### src/rtl/im_pkg.sv
// Shared definitions for the IM memory stage.
// Contents: access-size encodings, the FSM state enum, the bus timeout limit and
// helpers that build byte enables and lane-replicated store data.
package im_pkg;

  localparam logic [1:0] SizeByte = 2'b00;
  localparam logic [1:0] SizeHalf = 2'b01;
  localparam logic [1:0] SizeWord = 2'b10;
  localparam logic [1:0] SizeRsvd = 2'b11;  // behaves as a word access

  typedef enum logic [1:0] {
    StIdle,
    StAccess,
    StResp
  } im_state_e;

  localparam logic [7:0] IM_TIMEOUT = 8'd255;

  // Little-endian byte enables for a normalised size (never SizeRsvd).
  function automatic logic [3:0] im_byte_en(input logic [1:0] size, input logic [1:0] lo);
    logic [3:0] be;
    case (size)
      SizeByte: be = 4'b0001 << lo;
      SizeHalf: be = lo[1] ? 4'b1100 : 4'b0011;
      default:  be = 4'b1111;
    endcase
    return be;
  endfunction

  // Store data is replicated across all lanes so the enables alone pick the target.
  function automatic logic [31:0] im_store_data(input logic [1:0] size, input logic [31:0] b);
    logic [31:0] w;
    case (size)
      SizeByte: w = {4{b[7:0]}};
      SizeHalf: w = {2{b[15:0]}};
      default:  w = b;
    endcase
    return w;
  endfunction

endpackage

### src/rtl/im_load_align.sv
// Combinational load formatter: picks the addressed byte/half lane out of the
// 32-bit read word and sign- or zero-extends it to 32 bits.
// Ports:
//   rdata     in  32  raw word from data memory
//   addr_lo   in  2   low address bits of the access
//   size      in  2   normalised access size (byte/half/word)
//   is_signed in  1   sign-extend when set, zero-extend otherwise
//   data      out 32  formatted load value
module im_load_align
  import im_pkg::*;
(
  input  logic [31:0] rdata,
  input  logic [1:0]  addr_lo,
  input  logic [1:0]  size,
  input  logic        is_signed,
  output logic [31:0] data
);

  logic [7:0]  byte_lane;
  logic [15:0] half_lane;

  always_comb begin
    byte_lane = rdata[{addr_lo, 3'b000} +: 8];
    half_lane = rdata[{addr_lo[1], 4'b0000} +: 16];
    case (size)
      SizeByte: data = {{24{is_signed & byte_lane[7]}}, byte_lane};
      SizeHalf: data = {{16{is_signed & half_lane[15]}}, half_lane};
      default:  data = rdata;
    endcase
  end

endmodule

### src/rtl/im_mem_stage.sv
// IM (memory) pipeline stage: issues one load/store per accepted op on a simple
// req/ack data bus, formats load data and hands a result to the IM/IW register.
// Optional feature: define MEM_ALIGN_CHECK_EN to reject misaligned half/word
// accesses (no bus cycle, misalign_out pulsed). Without it, the low address bits
// of half/word accesses are forced to zero on dmem_addr and misalign_out stays 0.
// Ports:
//   clk, rst                           clock, synchronous active-high reset
//   valid_in, O_in, B_in               op valid, address/ALU result, store data
//   mem_read_in, mem_write_in          memory op request (write wins if both)
//   access_size_in, load_signed_in     00 byte, 01 half, 1x word; load sign mode
//   dmem_addr/wdata/be/rd/wr           data bus request, held until dmem_ack
//   dmem_ack, dmem_rdata               bus completion and read data
//   O_out, D_out                       registered O_in, formatted load data
//   done_out, stall_out                result valid pulse, upstream hold
//   bus_err_out, misalign_out          error pulses, coincident with done_out
module im_mem_stage
  import im_pkg::*;
(
  input  logic        clk,
  input  logic        rst,
  input  logic        valid_in,
  input  logic [31:0] O_in,
  input  logic [31:0] B_in,
  input  logic        mem_read_in,
  input  logic        mem_write_in,
  input  logic [1:0]  access_size_in,
  input  logic        load_signed_in,
  output logic [31:0] dmem_addr,
  output logic [31:0] dmem_wdata,
  output logic [3:0]  dmem_be,
  output logic        dmem_rd,
  output logic        dmem_wr,
  input  logic        dmem_ack,
  input  logic [31:0] dmem_rdata,
  output logic [31:0] O_out,
  output logic [31:0] D_out,
  output logic        done_out,
  output logic        stall_out,
  output logic        bus_err_out,
  output logic        misalign_out
);

  im_state_e   state_q, state_d;
  logic [7:0]  cnt_q, cnt_d;
  logic [31:0] o_q, o_d;
  logic [31:0] d_q, d_d;
  logic [31:0] addr_q, addr_d;
  logic [31:0] wdata_q, wdata_d;
  logic [3:0]  be_q, be_d;
  logic        rd_q, rd_d;
  logic        wr_q, wr_d;
  logic        done_q, done_d;
  logic        bus_err_q, bus_err_d;
  logic        misalign_q, misalign_d;
  logic [1:0]  size_q, size_d;
  logic        signed_q, signed_d;

  logic        mem_op;
  logic        reject;
  logic [1:0]  size_n;
  logic [31:0] addr_n;
  logic [31:0] load_data;

  assign mem_op = mem_read_in | mem_write_in;
  assign size_n = (access_size_in == SizeRsvd) ? SizeWord : access_size_in;

`ifdef MEM_ALIGN_CHECK_EN
  assign addr_n = O_in;
  assign reject = ((size_n == SizeHalf) && O_in[0]) ||
                  ((size_n == SizeWord) && (O_in[1:0] != 2'b00));
`else
  always_comb begin
    addr_n = O_in;
    if (size_n == SizeHalf) begin
      addr_n[0] = 1'b0;
    end else if (size_n == SizeWord) begin
      addr_n[1:0] = 2'b00;
    end
  end
  assign reject = 1'b0;
`endif

  im_load_align u_load_align (
    .rdata     (dmem_rdata),
    .addr_lo   (addr_q[1:0]),
    .size      (size_q),
    .is_signed (signed_q),
    .data      (load_data)
  );

  always_comb begin
    state_d    = state_q;
    cnt_d      = cnt_q;
    o_d        = o_q;
    d_d        = d_q;
    addr_d     = addr_q;
    wdata_d    = wdata_q;
    be_d       = be_q;
    rd_d       = rd_q;
    wr_d       = wr_q;
    size_d     = size_q;
    signed_d   = signed_q;
    done_d     = 1'b0;
    bus_err_d  = 1'b0;
    misalign_d = 1'b0;
    stall_out  = 1'b0;

    case (state_q)
      StIdle: begin
        if (valid_in) begin
          o_d = O_in;
          if (!mem_op) begin
            done_d = 1'b1;
          end else begin
            stall_out = 1'b1;
            if (reject) begin
              state_d    = StResp;
              done_d     = 1'b1;
              misalign_d = 1'b1;
              d_d        = '0;
            end else begin
              state_d  = StAccess;
              cnt_d    = '0;
              addr_d   = addr_n;
              be_d     = im_byte_en(size_n, addr_n[1:0]);
              wdata_d  = im_store_data(size_n, B_in);
              wr_d     = mem_write_in;
              rd_d     = ~mem_write_in;  // write takes precedence over read
              size_d   = size_n;
              signed_d = load_signed_in;
            end
          end
        end
      end

      StAccess: begin
        stall_out = 1'b1;
        if (dmem_ack) begin
          state_d = StResp;
          done_d  = 1'b1;
          rd_d    = 1'b0;
          wr_d    = 1'b0;
          if (rd_q) begin
            d_d = load_data;
          end
        end else if (cnt_q == IM_TIMEOUT - 8'd1) begin
          // Counter reads k-1 on the k-th ack-less cycle: abort after 255 of them.
          state_d   = StResp;
          done_d    = 1'b1;
          bus_err_d = 1'b1;
          rd_d      = 1'b0;
          wr_d      = 1'b0;
          d_d       = '0;
        end else begin
          cnt_d = cnt_q + 8'd1;
        end
      end

      StResp: begin
        // Upstream advances this cycle, so anything on valid_in is dropped.
        state_d = StIdle;
      end

      default: begin
        state_d = StIdle;
      end
    endcase
  end

  always_ff @(posedge clk) begin
    if (rst) begin
      state_q    <= StIdle;
      cnt_q      <= '0;
      o_q        <= '0;
      d_q        <= '0;
      addr_q     <= '0;
      wdata_q    <= '0;
      be_q       <= '0;
      rd_q       <= 1'b0;
      wr_q       <= 1'b0;
      done_q     <= 1'b0;
      bus_err_q  <= 1'b0;
      misalign_q <= 1'b0;
      size_q     <= SizeByte;
      signed_q   <= 1'b0;
    end else begin
      state_q    <= state_d;
      cnt_q      <= cnt_d;
      o_q        <= o_d;
      d_q        <= d_d;
      addr_q     <= addr_d;
      wdata_q    <= wdata_d;
      be_q       <= be_d;
      rd_q       <= rd_d;
      wr_q       <= wr_d;
      done_q     <= done_d;
      bus_err_q  <= bus_err_d;
      misalign_q <= misalign_d;
      size_q     <= size_d;
      signed_q   <= signed_d;
    end
  end

  assign dmem_addr    = addr_q;
  assign dmem_wdata   = wdata_q;
  assign dmem_be      = be_q;
  assign dmem_rd      = rd_q;
  assign dmem_wr      = wr_q;
  assign O_out        = o_q;
  assign D_out        = d_q;
  assign done_out     = done_q;
  assign bus_err_out  = bus_err_q;
  assign misalign_out = misalign_q;

endmodule

### config.mk
export PLATFORM = sky130hd
export DESIGN_NAME = im_mem_stage
export DESIGN_NICKNAME = d
export VERILOG_FILES = /design/src/rtl/im_pkg.sv /design/src/rtl/im_load_align.sv /design/src/rtl/im_mem_stage.sv
export SDC_FILE = /design/constraint.sdc
export NUM_CORES = 1
export LEC_CHECK = 0
export ABC_AREA = 1
export BUFFER_PORTS_ARGS = -buffer_cell sky130_fd_sc_hd__buf_2
export CAP_MARGIN = 20
export CELL_PAD_IN_SITES_DETAIL_PLACEMENT = 1
export CELL_PAD_IN_SITES_GLOBAL_PLACEMENT = 2
export CORE_MARGIN = 2
export CORE_UTILIZATION = 28
export CTS_CLUSTER_DIAMETER = 40
export DETAILED_ROUTE_END_ITERATION = 12
export HOLD_SLACK_MARGIN = 0.12
export PLACE_DENSITY = 0.92
export SYNTH_ARGS = -nofsm -noshare
export SYNTH_HDL_FRONTEND = slang
export SYNTH_SLANG_ARGS = --single-unit
### constraint.sdc
create_clock -name clk -period 2.5 [get_ports clk]
set_input_delay 0.5 -clock clk [delete_from_list [all_inputs] [get_ports clk]]
set_output_delay 0.5 -clock clk [all_outputs]
set_load 0.05 [all_outputs]
==> results.json <==
{
  "syn_area_um2": 6376,
  "grt_pass1_wl_mm": 36.25,
  "gp_congestion": 0.7986,
  "io_buffers": 241,
  "area_growth_pct": 32.10,
  "cts_buffers": 17,
  "fin_crit_ns": 2.051,
  "syn_nets": 991,
  "hold_class": "input port to register",
  "syn_area_per_cell_um2": 7.213,
  "antenna_found_initial": 2,
  "rsz0062_at_grt": "no",
  "path_class": "register to output port",
  "dr.pass1.iters": 4,
  "die_y_um": 154.9,
  "clkSinkCount": 149,
  "synth_edf_count": 0,
  "fmax_mhz": 487.5,
  "r2r_start": "cnt_q[0]$_SDFFE_PP0P_",
  "clk_pin_slew_ns": 0.07,
  "ys_warn_count": 0,
  "fin_nets": 1216,
  "wirelength_mm": 23.01,
  "tns_ns": 0,
  "fin_util": 0.3743,
  "powerDensity_nw_per_um2": 791.4,
  "avgRoutedWirePerCell_um": 16.34,
  "rows": 55,
  "end_kind": "output port",
  "postCtsSetupRepairBufs": 0,
  "leakage_nw": 4.190,
  "hold_viol": 0,
  "route.detailed.drc": 0,
  "cts_resized": 0,
  "hold_depth": 3,
  "cts_tree": "yes",
  "critPathMaxFanout": 9,
  "synth_async_sr_flop_share": 0,
  "ant_nets": 0,
  "initial_core_util": 0.2833,
  "ys.flop_type": "dfxtp_1",
  "setup_violations": 0,
  "htreeDepth": 4,
  "ys_ff_latch": 149,
  "root_buffer": "clkbuf_16",
  "finalMaxSlewViolations": 0,
  "hold_end": "dmem_wdata[17]$_SDFFE_PP0P_",
  "seq_area_frac_synth": 0.4678,
  "postCtsHoldBufs": 0,
  "worstPathRequired_ns": 2.00,
  "viasPerCell": 4.746,
  "clock_latency_ns": 0.41,
  "finClkSkew_ns": 0.006642,
  "grt.total_usage": 0.1904,
  "clockBufferDepth": 2,
  "cp-start-kind": "register",
  "period_share": 0.8206,
  "first_global_vias": 6776,
  "synth_cells": 884,
  "relSlewSlack": 0.5351,
  "ys_types": 38,
  "outcome": "finished, final reports clean",
  "grt_overflow": 0,
  "die_area_um2": 24000,
  "drtIter0Drc": 303,
  "coreArea_um2": 22500,
  "drive_above_1_share": 0.3030,
  "arrival_ns": 1.55,
  "grt_max_degree": 70,
  "peakVddDrop_mv": 0.3649,
  "drv_cap": 0,
  "dpl.hpwl_mm": 16.59,
  "io_pins": 243,
  "worst-r2r-setup-slack_ns": 0.67,
  "worst_pin_slew_ns": 0.6974,
  "die_w_um": 154.9,
  "reg2reg_depth": 9,
  "worst_r2r_endpoint": "D_out[25]$_SDFFE_PP0P_",
  "vias": 6682,
  "holdCritStartpoint": "B_in[17]"
}
[cell families after synthesis]
logic type / after synthesis / share of synthesized area
adder cells (fa/ha/maj): 2 / 0.003924
other: 1 / 0.0005881
buffers and inverters: 91 / 0.06594
AND/OR/NAND/NOR: 468 / 0.3167
flip-flops: 149 / 0.4678
AO/OA/AOI/OAI: 171 / 0.1423
XOR/XNOR: 2 / 0.002748
[synthesized netlist by cell type (2+ instances only)]
library cell / count / area share
nand2_1: 235 / 0.14
dfxtp_1: 149 / 0.47
nor2_1: 137 / 0.081
o21ai_0: 85 / 0.067
a21oi_1: 64 / 0.050
nand3_1: 55 / 0.043
inv_1: 31 / 0.018
clkbuf_1: 22 / 0.013
nand2_2: 16 / 0.016
buf_2: 14 / 0.011
a21oi_2: 10 / 0.014
inv_2: 10 / 0.0059
buf_4: 8 / 0.0094
a31oi_1: 7 / 0.0069
nor3_1: 4 / 0.0031
nand3_4: 3 / 0.0082
nor2_2: 3 / 0.0029
o21ai_1: 3 / 0.0024
buf_6: 2 / 0.0035
clkinv_1: 2 / 0.0012
ha_1: 2 / 0.0039
nand2_4: 2 / 0.0035
nand3_2: 2 / 0.0031
nand4_1: 2 / 0.0020
nor2_4: 2 / 0.0035
or2_2: 2 / 0.0020
[final cells by class]
class,count,area [um2]
fillers,2848,14080
flip-flops and latches,149,2983
multi-input cells,644,2973
repair buffers,254,1341
clock buffers,17,425.4
well taps,285,356.6
clock inverters,15,180.2
inverters,43,161.4
diodes,1,2.502
[cell usage in the layout (no fill, tap or decap), drive strengths merged, types with 3 or more instances in the layout]
| cell type | count |
|---|---|
| inv | 52 |
| buf | 254 |
| nor3 | 4 |
| clkbuf | 17 |
| dfxtp | 149 |
| nor2 | 143 |
| nand2 | 254 |
| o21ai | 88 |
| nand3 | 60 |
| a31oi | 7 |
| nand4 | 3 |
| a21oi | 74 |
[power by group]
| part | leakage [nW] | switching, mW | internal, mW |
|---|---|---|---|
| Combinational | 2.68 | 1.04 | 0.327 |
| Clock | 0.295 | 1.17 | 1.52 |
| Sequential | 1.22 | 0.0845 | 2.52 |
| Total | 4.19 | 2.29 | 4.37 |
[per-stage QoR]
stage	hold WS [ns]	worst slack (ns)	instance area, um2	power, mW	std cells
2_1_floorplan	0.4702	0.7741	6376	3.611	884
3_3_place_gp	0.4225	0.6123	7815	4.020	1375
3_5_place_dp	0.4322	0.5950	7815	4.038	1375
4_1_cts	0.2631	0.4106	8421	6.755	1407
5_1_grt	0.2761	0.3766	8421	6.968	1407
6_report	0.2863	0.4485	8423	6.666	1408
[per-layer routing]
metal / up-vias / GRT usage / part of all wire
li1: 3303 / - / -
met5: - / 0 / 0.00070
met3: 19 / 0.06741 / 0.081
met2: 221 / 0.3166 / 0.47
met1: 3137 / 0.2353 / 0.44
met4: 2 / 0.04850 / 0.012
[how the worst max path moves through the flow]
stage	to	depth (start not counted)	slack, ns	from
2_1_floorplan	D_out[21]$_SDFFE_PP0P_	10	0.77	dmem_addr[1]$_SDFFE_PP0P_
3_3_place_gp	dmem_wdata[20]$_SDFFE_PP0P_	11	0.61	mem_write_in
3_5_place_dp	dmem_wdata[20]$_SDFFE_PP0P_	11	0.60	mem_write_in
4_1_cts	stall_out	5	0.41	state_q[0]$_SDFFE_PP0P_
5_1_grt	stall_out	5	0.38	state_q[0]$_SDFFE_PP0P_
6_report	stall_out	5	0.45	state_q[0]$_SDFFE_PP0P_
[registers in the layout, summed over array words and instances (netlist names)]
| signal | cells |
|---|---|
| D_out | 32 |
| O_out | 32 |
| bus_err_out | 1 |
| cnt_q | 8 |
| dmem_addr | 32 |
| dmem_be | 4 |
| dmem_rd | 1 |
| dmem_wdata | 32 |
| dmem_wr | 1 |
| done_out | 1 |
| signed_q | 1 |
| size_q | 2 |
| state_q | 2 |
[critical path, cell delays in order, from the launching register on]
cell,delay [ns]
dfxtp_1,0.34
inv_2,0.05
nor2_4,0.25
inv_2,0.09
nand2_2,0.13
buf_2,0.28
Power figures use the tool's default switching activity.
